`src/rtl/rock_pkg.sv`:
```
// rock_pkg: shared states, cry-level codes and code width for the rocking scheduler
package rock_pkg;
   typedef enum logic [1:0] {IDLE = 2'd0, SETTLE = 2'd1, EVAL = 2'd2, FINISH = 2'd3} rock_state_e;
   localparam logic [1:0] CRY_QUIET   = 2'd0;
   localparam logic [1:0] CRY_WHIMPER = 2'd1;
   localparam logic [1:0] CRY_CRY     = 2'd2;
   localparam logic [1:0] CRY_SCREAM  = 2'd3;
   localparam int AF_W = 4;
endpackage

```
`src/rtl/rock_sat_counter.sv`:
```
// rock_sat_counter: up/down mirror of a datapath code, clamped to [LO, HI]
module rock_sat_counter
   import rock_pkg::*;
#(
   parameter int LO   = 0,
   parameter int HI   = 15,
   parameter int INIT = 0
) (
   input  logic            FclkDff,
   input  logic            reset,
   input  logic            inc,
   input  logic            dec,
   output logic [AF_W-1:0] cnt
);
   localparam logic [AF_W-1:0] LO_C   = AF_W'(LO);
   localparam logic [AF_W-1:0] HI_C   = AF_W'(HI);
   localparam logic [AF_W-1:0] INIT_C = AF_W'(INIT);
   logic [AF_W-1:0] cnt_q, cnt_d;
   always_comb cnt_d = (inc && cnt_q < HI_C) ? cnt_q + 1'b1 : (dec && cnt_q > LO_C) ? cnt_q - 1'b1 : cnt_q;
   always_ff @(posedge FclkDff or posedge reset)
      if (reset) cnt_q <= INIT_C;
      else cnt_q <= cnt_d;
   assign cnt = cnt_q;
endmodule

```
`src/rtl/rock_rate_scheduler.sv`:
```
// rock_rate_scheduler: issues one-cycle A/F step commands per settle window from cry level.
// ROCK_ESCALATE_A_EN adds the a_up amplitude escalation output.
module rock_rate_scheduler
   import rock_pkg::*;
#(
   parameter int SETTLE_PERIODS = 4,
   parameter int CALM_EVALS     = 3,
   parameter int F_MIN          = 2,
   parameter int F_MAX          = 12,
`ifdef ROCK_ESCALATE_A_EN
   parameter int A_MAX          = 12,
`endif
   parameter int AF_INIT        = 5
) (
   input  logic            FclkDff,
   input  logic            reset,
   input  logic            enable,
   input  logic            cry_valid,
   input  logic [1:0]      cry_level,
   input  logic            cycle_done,
   output logic            f_up,
   output logic            f_down,
   output logic            a_down,
`ifdef ROCK_ESCALATE_A_EN
   output logic            a_up,
`endif
   output logic [AF_W-1:0] f_mirror,
   output logic [AF_W-1:0] a_mirror,
   output logic [1:0]      state,
   output logic            done
);
   localparam logic [3:0] SETTLE_LAST = 4'(SETTLE_PERIODS - 1);
   localparam logic [3:0] CALM_LAST   = 4'(CALM_EVALS - 1);
   localparam logic [AF_W-1:0] F_LO = AF_W'(F_MIN);
   localparam logic [AF_W-1:0] F_HI = AF_W'(F_MAX);
`ifdef ROCK_ESCALATE_A_EN
   localparam int A_TOP = A_MAX;
   localparam logic [AF_W-1:0] A_HI = AF_W'(A_MAX);
   logic a_up_q, a_up_d;
`else
   localparam int A_TOP = AF_INIT;
`endif
   rock_state_e state_q, state_d;
   logic [3:0] settle_q, settle_d, calm_q, calm_d;
   logic [1:0] last_level_q, last_level_d;
   logic f_up_q, f_up_d, f_down_q, f_down_d, a_down_q, a_down_d;
   always_comb begin
      state_d = state_q;
      settle_d = settle_q;
      calm_d = calm_q;
      last_level_d = cry_valid ? cry_level : last_level_q;
      f_up_d = 1'b0;
      f_down_d = 1'b0;
      a_down_d = 1'b0;
`ifdef ROCK_ESCALATE_A_EN
      a_up_d = 1'b0;
`endif
      case (state_q)
         IDLE: if (enable) begin
            state_d = SETTLE;
            settle_d = '0;
            calm_d = '0;
         end
         SETTLE: if (!enable) begin
            state_d = IDLE;
            settle_d = '0;
            calm_d = '0;
         end else if (cycle_done) begin
            state_d = settle_q == SETTLE_LAST ? EVAL : SETTLE;
            settle_d = settle_q == SETTLE_LAST ? 4'd0 : settle_q + 4'd1;
         end
         EVAL: if (!enable) begin
            state_d = IDLE;
            settle_d = '0;
            calm_d = '0;
         end else begin
            state_d = SETTLE;
            settle_d = '0;
            if (last_level_d >= CRY_CRY) begin
               calm_d = '0;
               f_up_d = f_mirror < F_HI;
`ifdef ROCK_ESCALATE_A_EN
               a_up_d = last_level_d == CRY_SCREAM && f_mirror == F_HI && a_mirror < A_HI;
`endif
            end else if (last_level_d == CRY_WHIMPER) calm_d = '0;
            else if (calm_q != CALM_LAST) calm_d = calm_q + 4'd1;
            else begin
               calm_d = '0;
               f_down_d = f_mirror > F_LO;
               a_down_d = f_mirror <= F_LO && a_mirror != '0;
               // last amplitude step ends the session
               if (a_down_d && a_mirror == AF_W'(1)) state_d = FINISH;
            end
         end
         FINISH: if (!enable) state_d = IDLE;
         default: state_d = IDLE;
      endcase
   end
   always_ff @(posedge FclkDff or posedge reset)
      if (reset) begin
         state_q <= IDLE;
         settle_q <= '0;
         calm_q <= '0;
         last_level_q <= CRY_QUIET;
         f_up_q <= 1'b0;
         f_down_q <= 1'b0;
         a_down_q <= 1'b0;
`ifdef ROCK_ESCALATE_A_EN
         a_up_q <= 1'b0;
`endif
      end else begin
         state_q <= state_d;
         settle_q <= settle_d;
         calm_q <= calm_d;
         last_level_q <= last_level_d;
         f_up_q <= f_up_d;
         f_down_q <= f_down_d;
         a_down_q <= a_down_d;
`ifdef ROCK_ESCALATE_A_EN
         a_up_q <= a_up_d;
`endif
      end
   rock_sat_counter #(.LO(F_MIN), .HI(F_MAX), .INIT(AF_INIT)) u_f (
      .FclkDff(FclkDff), .reset(reset), .inc(f_up_d), .dec(f_down_d), .cnt(f_mirror)
   );
   rock_sat_counter #(.LO(0), .HI(A_TOP), .INIT(AF_INIT)) u_a (
      .FclkDff(FclkDff), .reset(reset),
`ifdef ROCK_ESCALATE_A_EN
      .inc(a_up_d),
`else
      .inc(1'b0),
`endif
      .dec(a_down_d), .cnt(a_mirror)
   );
   assign f_up = f_up_q;
   assign f_down = f_down_q;
   assign a_down = a_down_q;
`ifdef ROCK_ESCALATE_A_EN
   assign a_up = a_up_q;
`endif
   assign state = state_q;
   assign done = state_q == FINISH;
endmodule

```
`config.mk`:
```
export PLATFORM = sky130hd
export DESIGN_NAME = rock_rate_scheduler
export DESIGN_NICKNAME = d
export VERILOG_FILES = /design/src/rtl/rock_pkg.sv /design/src/rtl/rock_sat_counter.sv /design/src/rtl/rock_rate_scheduler.sv
export SDC_FILE = /design/constraint.sdc
export NUM_CORES = 1
export LEC_CHECK = 0
export BUFFER_PORTS_ARGS = -buffer_cell sky130_fd_sc_hd__buf_2
export CORE_AREA = 2 2 53 55
export DETAILED_ROUTE_END_ITERATION = 8
export DIE_AREA = 0 0 55 57
export GPL_TIMING_DRIVEN = 0
export PLACE_DENSITY = 0.77
export SYNTH_ARGS = -nofsm -noshare
export SYNTH_HDL_FRONTEND = slang
export SYNTH_SLANG_ARGS = --single-unit
```
`constraint.sdc`:
```
create_clock -name FclkDff -period 2.7 [get_ports FclkDff]
set_clock_uncertainty 0.05 [all_clocks]
set_input_delay 0.675 -clock FclkDff [delete_from_list [all_inputs] [get_ports FclkDff]]
set_output_delay 0.675 -clock FclkDff [all_outputs]
set_load 0.1 [all_outputs]
```
==> reports/metrics.csv <==
metric;value;unit
htree_levels;1;
arrival;2.64;ns
cts_buffers;3;
hold_path.class;input port to async pin;
grt.busiest_layer;met2;
holdBufCountCts;0;
grt_use_met1;23.5;%
cp-start-kind;register;
grt_pass1_vias;944;
drt_iter0_drc;22;
max_freq;399;MHz
clk_latency;0.31;ns
path_class;register to register;
worst_pin_slew;0.866;ns
slew_headroom;42.2;%
syn_inst;122;
hold_violations;0;
postSynth.asyncResetShare;100;%
use_met3;2.36;%
clockBufferDepth;2;
rrSetupSlack;0.20;ns
hpwl;1.80;mm
synthFlopType;dfrtp_1;
placed_cell_area;0.00148;mm²
ant_nets;0;
rsz0062_at_grt;no;
drc;0;
clk_pin_slew;0.13;ns
timing.max_cap.violations;0;
ff2ff_path_depth;9;
syn_area;0.00134;mm²
synth.area.top_cells;dfrtp_1, dfstp_2, ha_1;
yosysMostFrequentCell;dfrtp_1;
use_met2;28.2;%
ys_ff_latch;23;
r2r_end;u_f.cnt[3];
drtPass1Iterations;4;
fin_crit;2.50;ns
syn_area_per_cell;11.0;µm²
grt_pass1_wl;4.04;mm
die_h;57;µm
dieArea;0.00314;mm²
gp_congestion;0.817;
die_w;55;µm
netlist.area_leader.share;35.5;%
synth_nets;137;
worst_hold_slack;0.466;ns
syn_to_final_growth;12.6;%
root_buffer;clkbuf_4;
cts_resized;0;
worstPathMaxFanout;10;
start_util;51.2;%
antenna_found_initial;0;
nNetsFinal;162;
status;completed;
n_antenna_cell;0;
final_cells;177;
port_buffers;20;
clock-sinks;23;
synth.distinct_cells;51;
powerDensity;393;mW/mm²
drv_slew;0;
viasPerCell;5.61;
gr-total-overflow;0;
drive_above_1_share;32.2;%
ys_warn_count;0;
leakage;0.746;nW
grt_max_degree;24;
ir_drop;0.264;mV
r2r_start;state[0];
vias;993;
fin_area;0.00151;mm²
setup-violations-final;0;
synth_edf_count;0;
cts_setup_buffers;0;
cp-end-kind;register;
ios;21;
rows;19;
drt_wl_total;2.34;mm
cts_tree;yes;
coreArea;0.00262;mm²
post_drt_wl_per_cell;13.2;µm
dp.cells;173;
final_util;57.7;%
ys_seq_area_share;43.4;%
synth_top_cell_by_area;dfrtp_1;
yosys-top-cells-count;dfrtp_1, ha_1, inv_1, nand2_1, o21ai_0;
grt_usage;17.4;%
period_share;92.7;%
cp_data_required_time;2.84;ns
cell families after synthesis:
logic type      count (synthesis)  synth area share (%)
compound gates                 30                  17.4
fa+ha+maj                       8                  8.04
flops                          23                  43.4
simple gates                   40                  19.5
mux                             5                  4.02
buf+inv                        11                  4.39
xor+xnor                        5                  3.27
registers in the layout, summed over array words and instances (netlist names):
name,flops
u_f.cnt,4
f_up,1
a_down,1
u_a.cnt,4
last_level_q,2
settle_q,4
calm_q,4
f_down,1
state,2
worst max-delay path, cell delays in order (launching register included):
cell and delay [ns]:
dfrtp_2 0.44, buf_6 0.14, nand3b_4 0.16, a211oi_2 0.33, inv_2 0.12, ha_1 0.28, a21o_1 0.17, a21oi_1 0.25
nor4b_1 0.29, o221ai_1 0.16
where the power goes:
group,switching [W],internal [W]
combinational,0.0000477,0.0000246
sequential,0.00000667,0.000353
clock,0.000105,0.0000552
worst max path at each step:
| stage | depth (start not counted) | startpoint | to | slack (ns) |
|---|---|---|---|---|
| 6_report | 9 | state[0] | u_f.cnt[3] | 0.20 |
| 5_1_grt | 9 | state[0] | u_f.cnt[3] | 0.03 |
| 4_1_cts | 9 | state[0] | u_f.cnt[3] | 0.18 |
| 3_5_place_dp | 9 | enable | u_f.cnt[3] | -0.05 |
| 3_3_place_gp | 9 | enable | u_f.cnt[3] | 0.05 |
| 2_1_floorplan | 9 | state[1] | u_f.cnt[3] | 0.10 |
routing by layer:
metal / up-vias / share of wire, %
met3: 2 / 2.4
li1: 494 / -
met1: 486 / 47
met2: 11 / 50
met5: - / 0
met4: 0 / 0.51
final cells by class:
type                       instances  area (µm²)
fill                             243        1110
clock inverter                     1        5.00
sequential                        23         583
clock buffer                       3        22.5
timing repair buffer              20         100
buffer                             4        32.5
inverter                           7        26.3
tap                               31        38.8
multi-input combinational         88         699
through the flow:
| step | setup WS (ns) | TNS (ns) | total power [W] |
|---|---|---|---|
| 2_1_floorplan | 0.103 | 0 | 0.000420 |
| 3_3_place_gp | 0.0541 | 0 | 0.000437 |
| 3_5_place_dp | -0.0535 | -0.0535 | 0.000440 |
| 4_1_cts | 0.176 | 0 | 0.000605 |
| 5_1_grt | 0.0270 | 0 | 0.000628 |
| 6_report | 0.196 | 0 | 0.000593 |
cells in the final DEF (no fill, tap or decap), types with 2 or more instances in the layout:
master | synthesis | layout
a211oi_2 | 2 | 2
a21o_1 | 2 | 2
a21oi_1 | 2 | 2
and2_1 | 3 | 3
buf_2 | 2 | 22
buf_6 | 2 | 2
clkbuf_4 | 0 | 3
dfrtp_1 | 19 | 17
dfrtp_2 | 0 | 2
dfstp_2 | 4 | 4
ha_1 | 7 | 7
inv_1 | 6 | 6
mux2_2 | 3 | 3
mux2i_1 | 2 | 2
nand2_1 | 6 | 6
nand2b_1 | 2 | 2
nand3_1 | 5 | 5
nor2_1 | 3 | 3
nor2b_1 | 2 | 2
nor3b_1 | 2 | 2
o211ai_1 | 3 | 3
o21ai_0 | 6 | 6
o2bb2ai_1 | 3 | 3
or3_1 | 4 | 4
xnor2_1 | 3 | 3
xor2_1 | 2 | 2
No activity file was read; power rests on OpenSTA's default activity.
